$ cat src/rtl/gray_ptr_decoder.sv
// gray_ptr_decoder
//   Destination-domain Gray pointer decoder for async FIFO pointers. It takes
//   a Gray pointer that has already passed through the 2-FF synchronizer and
//   decodes it to binary in a 2-stage registered pipeline. For each accepted
//   sample it also reports whether the value changed and the modular step
//   since the previous accepted sample.
//
//   Optional feature macro: GRAY_PTR_STEP_CHECK_EN
//     defined   : flags samples where more than one Gray bit toggled relative
//                 to the previous accepted sample, and keeps a saturating
//                 count of such violations.
//     undefined : step_err_o and err_cnt_o are constant 0, and no check logic
//                 is built.
//
// Ports
//   clk_i       destination-domain clock
//   rst_n_i     asynchronous active-low reset
//   gray_i      synchronized Gray-coded pointer
//   gray_vld_i  sample gray_i on this cycle
//   bin_o       decoded binary pointer
//   bin_vld_o   one-cycle pulse; bin_o/chg_o/delta_o/step_err_o are valid
//   chg_o       decoded value differs from the previous accepted value
//   delta_o     (bin_new - bin_prev) mod 2^DATA_WIDTH
//   step_err_o  Gray violation pulse, aligned with bin_vld_o
//   err_cnt_o   saturating violation count
module gray_ptr_decoder #(
  parameter int unsigned DATA_WIDTH    = 8,
  parameter int unsigned ERR_CNT_WIDTH = 16
) (
  input  logic                     clk_i,
  input  logic                     rst_n_i,
  input  logic [DATA_WIDTH-1:0]    gray_i,
  input  logic                     gray_vld_i,
  output logic [DATA_WIDTH-1:0]    bin_o,
  output logic                     bin_vld_o,
  output logic                     chg_o,
  output logic [DATA_WIDTH-1:0]    delta_o,
  output logic                     step_err_o,
  output logic [ERR_CNT_WIDTH-1:0] err_cnt_o
);

  logic [DATA_WIDTH-1:0] g_q;
  logic                  v_q;
  logic [DATA_WIDTH-1:0] b_dec;
  logic [DATA_WIDTH-1:0] prev_bin;
  logic                  first_seen;

  // Stage 1: capture the sample. g_q holds when no sample is offered.
  always_ff @(posedge clk_i or negedge rst_n_i) begin
    if (!rst_n_i) begin
      g_q <= '0;
      v_q <= 1'b0;
    end else begin
      v_q <= gray_vld_i;
      if (gray_vld_i) begin
        g_q <= gray_i;
      end
    end
  end

  // Prefix-XOR decode, MSB down: b[i] = g[W-1] ^ ... ^ g[i].
  always_comb begin
    logic acc;
    b_dec = '0;
    acc   = g_q[DATA_WIDTH-1];
    b_dec[DATA_WIDTH-1] = acc;
    for (int unsigned i = 1; i < DATA_WIDTH; i++) begin
      acc = acc ^ g_q[DATA_WIDTH-1-i];
      b_dec[DATA_WIDTH-1-i] = acc;
    end
  end

  // Stage 2: register decoded value and step information.
  // The first sample after reset reports no change, whatever its value.
  always_ff @(posedge clk_i or negedge rst_n_i) begin
    if (!rst_n_i) begin
      bin_o      <= '0;
      bin_vld_o  <= 1'b0;
      chg_o      <= 1'b0;
      delta_o    <= '0;
      prev_bin   <= '0;
      first_seen <= 1'b0;
    end else begin
      bin_vld_o <= v_q;
      if (v_q) begin
        bin_o <= b_dec;
        if (first_seen) begin
          delta_o <= b_dec - prev_bin;
          chg_o   <= (b_dec != prev_bin);
        end else begin
          delta_o <= '0;
          chg_o   <= 1'b0;
        end
        prev_bin   <= b_dec;
        first_seen <= 1'b1;
      end
    end
  end

`ifdef GRAY_PTR_STEP_CHECK_EN
  logic [DATA_WIDTH-1:0] prev_gray;
  logic [DATA_WIDTH-1:0] g_diff;
  logic                  step_bad;

  // More than one toggled bit <=> clearing the lowest set bit leaves a
  // nonzero value; equivalent to popcount > 1 without an adder tree.
  always_comb begin
    g_diff   = g_q ^ prev_gray;
    step_bad = first_seen && ((g_diff & (g_diff - DATA_WIDTH'(1))) != '0);
  end

  always_ff @(posedge clk_i or negedge rst_n_i) begin
    if (!rst_n_i) begin
      prev_gray  <= '0;
      step_err_o <= 1'b0;
      err_cnt_o  <= '0;
    end else begin
      step_err_o <= v_q && step_bad;
      if (v_q) begin
        prev_gray <= g_q;
        if (step_bad && (err_cnt_o != '1)) begin
          err_cnt_o <= err_cnt_o + ERR_CNT_WIDTH'(1);
        end
      end
    end
  end
`else
  assign step_err_o = 1'b0;
  assign err_cnt_o  = '0;
`endif

endmodule

$ cat config.mk
export PLATFORM = sky130hd
export DESIGN_NAME = gray_ptr_decoder
export DESIGN_NICKNAME = d
export VERILOG_FILES = /design/src/rtl/gray_ptr_decoder.sv
export SDC_FILE = /design/constraint.sdc
export NUM_CORES = 1
export LEC_CHECK = 0
export CORE_MARGIN = 1.5
export CORE_UTILIZATION = 40
export CTS_CLUSTER_SIZE = 10
export DETAILED_ROUTE_END_ITERATION = 8
export GPL_ROUTABILITY_DRIVEN = 0
export PLACE_DENSITY = 0.77
export SLEW_MARGIN = 15
export SYNTH_ARGS = -nofsm -noshare
export SYNTH_HDL_FRONTEND = slang
export SYNTH_SLANG_ARGS = --single-unit
$ cat constraint.sdc
create_clock -name clk_i -period 3.81 [get_ports clk_i]
set_input_delay 0.762 -clock clk_i [delete_from_list [all_inputs] [get_ports clk_i]]
set_output_delay 0.762 -clock clk_i [all_outputs]
set_load 0.02 [all_outputs]
==> report_table.html <==
<table>
<tr><th>Metric</th><th>Value</th></tr>
<tr><th colspan="2">Timing</th></tr>
<tr><td>Crit path setup slack, layout</td><td>0.487 ns</td></tr>
<tr><td>Tightest Pin Transition</td><td>0.821 ns</td></tr>
<tr><td>Setup repair after global routing missed its margin</td><td>false</td></tr>
<tr><td>Worst setup skew after layout</td><td>0.00203 ns</td></tr>
<tr><td>Relative slew slack</td><td>45.2%</td></tr>
<tr><td>Total setup violations reported at the end of the flow</td><td>0</td></tr>
<tr><td>Final Hold Viols</td><td>0</td></tr>
<tr><td>Slew Limit Fails</td><td>0</td></tr>
<tr><td>Final clock period utilization by the worst path</td><td>87.2%</td></tr>
<tr><td>FMAX</td><td>301 MHz</td></tr>
<tr><td>Final critical delay including setup and external delays</td><td>3.32 ns</td></tr>
<tr><td>Worst hold slack after final layout</td><td>0.532 ns</td></tr>
<tr><td>Sum Neg Setup Slack</td><td>0 ns</td></tr>
<tr><th colspan="2">Global routing</th></tr>
<tr><td>Met2 Usage GRT</td><td>21.6%</td></tr>
<tr><td>Antenna violations before repair</td><td>0</td></tr>
<tr><td>Wire length of the first global-routing pass</td><td>4.56 mm</td></tr>
<tr><td>Via count of the first global-routing pass</td><td>1012</td></tr>
<tr><td>Global-route congestion overflow total</td><td>0</td></tr>
<tr><td>Overall routing resource usage</td><td>13.6%</td></tr>
<tr><td>Largest net degree at the start of global routing</td><td>31</td></tr>
<tr><td>Global Route met3 Usage</td><td>3.75%</td></tr>
<tr><td>Grt met1 use</td><td>18.0%</td></tr>
<tr><td>Global routing's busiest layer</td><td>met2</td></tr>
<tr><th colspan="2">Logic synthesis</th></tr>
<tr><td>Cell types with the largest area share after synthesis</td><td>dfrtp_1 (44%), buf_4 (8.0%), mux2_2 (7.1%), ha_1 (6.3%), inv_1 (5.7%)</td></tr>
<tr><td>Proportion of netlist area held by the largest area contributor</td><td>44.0%</td></tr>
<tr><td>Post-synthesis cell count</td><td>154</td></tr>
<tr><td>Cell taking the most area after synthesis</td><td>dfrtp_1</td></tr>
<tr><td>Mux contribution to synthesized area</td><td>7.08%</td></tr>
<tr><td>Yosys reg bits</td><td>28</td></tr>
<tr><td>Number of synthesis warnings</td><td>0</td></tr>
<tr><td>Synthesized-area fraction occupied by and/or/nand/nor cells</td><td>7.94%</td></tr>
<tr><td>Post-synthesis instance area</td><td>0.00159 mm2</td></tr>
<tr><td>Largest family of logic cells by synthesized area</td><td>buffers and inverters</td></tr>
<tr><td>Adder and majority cell fraction of the synthesized area</td><td>7.55%</td></tr>
<tr><td>Register area share after synthesis</td><td>44.0%</td></tr>
<tr><td>Share of the synthesized area in compound gates (AO/OA/AOI/OAI)</td><td>10.7%</td></tr>
<tr><td>Average footprint of a synthesized cell</td><td>10.3 um2</td></tr>
<tr><td>Number of distinct library cells after synthesis</td><td>30</td></tr>
<tr><td>Xor/xnor cell area share of the yosys netlist</td><td>7.86%</td></tr>
<tr><th colspan="2">Die</th></tr>
<tr><td>Die Wd</td><td>66.1 um</td></tr>
<tr><td>Die area</td><td>0.00437 mm2</td></tr>
<tr><td>I/O pin cnt</td><td>46</td></tr>
<tr><td>Vertical extent of the die</td><td>66.1 um</td></tr>
<tr><td>Effective utilization at floorplan</td><td>42.5%</td></tr>
<tr><td>Core Region</td><td>0.00374 mm2</td></tr>
<tr><td>Cell Rows</td><td>22</td></tr>
<tr><th colspan="2">Drt</th></tr>
<tr><td>Number of detailed-route iterations in the first pass</td><td>4</td></tr>
<tr><td>Number of vias per cell after detailed routing</td><td>4.70</td></tr>
<tr><td>Total Routed Length</td><td>2.60 mm</td></tr>
<tr><td>1st-iter DRT viols</td><td>65</td></tr>
<tr><td>Post-route antenna net violation count</td><td>0</td></tr>
<tr><td>Wire per inst</td><td>11.3 um</td></tr>
<tr><td>DRC violations left</td><td>0</td></tr>
<tr><td>Vias after detailed routing</td><td>1082</td></tr>
<tr><th colspan="2">Power and ir drop</th></tr>
<tr><td>Clk pwr share</td><td>12.8%</td></tr>
<tr><td>Peak supply drop</td><td>0.410 mV</td></tr>
<tr><td>Power density cells</td><td>734 mW/mm2</td></tr>
<tr><td>Net Sw Frac</td><td>39.7%</td></tr>
<tr><td>Cell internal power dissipation</td><td>0.846 mW</td></tr>
<tr><td>Proportion of power drawn by combinational gates</td><td>55.7%</td></tr>
<tr><td>Reg power frac</td><td>31.5%</td></tr>
<tr><td>Leakage power of the design</td><td>0.902 nW</td></tr>
<tr><td>Power after layout</td><td>1.40 mW</td></tr>
<tr><td>Power spent charging and discharging nets</td><td>0.558 mW</td></tr>
<tr><th colspan="2">Clocking</th></tr>
<tr><td>Buffer cell driving the clock tree root</td><td>clkbuf_8</td></tr>
<tr><td>H-Tree Depth</td><td>1</td></tr>
<tr><td>Cts bufs inserted</td><td>3</td></tr>
<tr><td># resized after CTS</td><td>0</td></tr>
<tr><td>Clock tree from TritonCTS</td><td>done</td></tr>
<tr><td>Number of buffers inserted to repair setup after CTS</td><td>0</td></tr>
<tr><td>Hold buffer count at cts</td><td>0</td></tr>
<tr><td>Clock insertion delay at the later pin of the skew report</td><td>0.27 ns</td></tr>
<tr><td>Clock tree sinks</td><td>28</td></tr>
<tr><td>Clk pin slew, worst setup/hold paths</td><td>0.09 ns</td></tr>
<tr><td>CTS Buffer Depth</td><td>2</td></tr>
<tr><th colspan="2">Job</th></tr>
<tr><td>Number of max-cap violations</td><td>0</td></tr>
<tr><th colspan="2">Setup path</th></tr>
<tr><td>Critical path fanouts, max</td><td>4</td></tr>
<tr><td>WP data arrival</td><td>3.50 ns</td></tr>
<tr><td>Worst endpoint required time</td><td>3.99 ns</td></tr>
<tr><td>Crit end category</td><td>register</td></tr>
<tr><td>Path type of the worst setup path</td><td>reg -&gt; reg</td></tr>
<tr><td>CP startpoint kind</td><td>register</td></tr>
<tr><th colspan="2">Finish</th></tr>
<tr><td>Relative area change from synthesis to final layout</td><td>20.1%</td></tr>
<tr><td>Share of post-route cells with drive strength above 1</td><td>11.5%</td></tr>
<tr><td>Total number of nets in the final design</td><td>203</td></tr>
<tr><td>Antenna diodes</td><td>0</td></tr>
<tr><td>Fill count</td><td>352</td></tr>
<tr><th colspan="2">Worst hold path</th></tr>
<tr><td>Worst hold path type</td><td>reg -&gt; reg</td></tr>
<tr><th colspan="2">Place</th></tr>
<tr><td>Setup slack at placement</td><td>0.473 ns</td></tr>
<tr><td>Post-detailed-placement half-perimeter wirelength</td><td>2.00 mm</td></tr>
<tr><td>Number of port buffers</td><td>28</td></tr>
<tr><th colspan="2">Run status</th></tr>
<tr><td>Result of the run</td><td>finished clean</td></tr>
</table>
-- state kept, by name (all words and copies together) (netlist names) --
register	cells
g_q	8
bin_o	8
bin_vld_o	1
v_q	1
chg_o	1
first_seen	1
delta_o	8
-- worst max-delay path, cell delays in order, from the launching register on --
cell	delay [ns]
dfrtp_1	0.45
xnor2_2	0.19
xnor2_2	0.23
xnor2_2	0.16
xnor2_2	0.31
xnor2_1	0.17
ha_1	0.23
fa_1	0.38
nor2b_1	0.17
o21ai_0	0.12
a21boi_0	0.27
o21ai_0	0.14
and3_1	0.19
o32ai_1	0.23
-- area by class of cell --
cell class / count / area [um2] / share of cell area, %
tap: 48 / 60.1 / 3.14
sequential: 28 / 701 / 36.6
inverter: 24 / 90.1 / 4.71
timing repair buffer: 29 / 288 / 15.1
clock buffer: 4 / 55.1 / 2.88
multi-input combinational: 97 / 718 / 37.6
-- metrics by stage --
step	cell area (um2)	std cells	util, %
after floorplan	1650	170	-
after global placement	1860	226	49.6
after detailed placement	1860	226	49.6
after CTS	1910	230	51.1
after global routing	1910	230	51.1
final	1910	230	51.1
-- cells in the mapped netlist --
cell / count
and3_1: 3
o211ai_1: 1
a41o_1: 1
buf_4: 17
a21boi_0: 1
or3_1: 2
dfrtp_1: 28
xor2_1: 3
o21ai_0: 11
or2_2: 1
o21a_1: 1
ha_1: 8
clkbuf_1: 3
buf_1: 1
nand3_1: 1
a21oi_1: 6
fa_1: 1
nand2_1: 5
o32ai_1: 5
mux2_2: 10
nor2_1: 5
nand3b_1: 2
xor2_2: 1
xnor2_2: 4
nor2b_1: 4
nand4_1: 1
xnor2_1: 2
o311ai_0: 1
inv_1: 24
conb_1: 1
-- cells in the final DEF (no fill, tap or decap), types with 5 or more instances in the layout --
| cell type | instances |
|---|---|
| a21oi_1 | 6 |
| clkdlybuf4s50_1 | 28 |
| conb_1 | 17 |
| dfrtp_1 | 28 |
| ha_1 | 8 |
| inv_1 | 24 |
| mux2_2 | 10 |
| nand2_1 | 5 |
| nor2_1 | 5 |
| o21ai_0 | 11 |
| o32ai_1 | 5 |
-- cells by family after synthesis --
| group | count (synthesis) |
|---|---|
| AOI/OAI and AO/OA | 27 |
| xor gates and xnor gates | 10 |
| adders and majority gates | 9 |
| buffers and inverters | 45 |
| DFF | 28 |
| muxes | 10 |
| other | 1 |
| and+or+nand+nor | 24 |
-- power groups by stage --
stage	Clock [mW]	Sequential (mW)	Combinational, mW
6_report	0.179	0.443	0.782
5_1_grt	0.199	0.455	0.879
4_1_cts	0.188	0.445	0.790
3_5_place_dp	0	0.450	0.784
3_3_place_gp	0	0.449	0.769
2_1_floorplan	0	0.529	0.457
-- final timing paths --
| kind | cells after the start | slack (ns) | end | startpoint |
|---|---|---|---|---|
| worst max-delay path | 13 | 0.49 | delta_o[6] | g_q[7] |
| worst min-delay path | 2 | 0.53 | chg_o | chg_o |
| worst max register to register | 13 | 0.49 | delta_o[6] | g_q[7] |
| worst min register to register | 2 | 0.53 | chg_o | chg_o |
| max in group asynchronous | 2 | 2.69 | delta_o[2] | rst_n_i |
| min in group asynchronous | 2 | 0.86 | g_q[5] | rst_n_i |
-- routing by layer --
metal | vias up | part of all wire, %
met5 | - | 0
met4 | 0 | 0.92
met3 | 2 | 6.5
met2 | 44 | 46
met1 | 510 | 46
li1 | 526 | -
(Power assumes the default switching activity.)
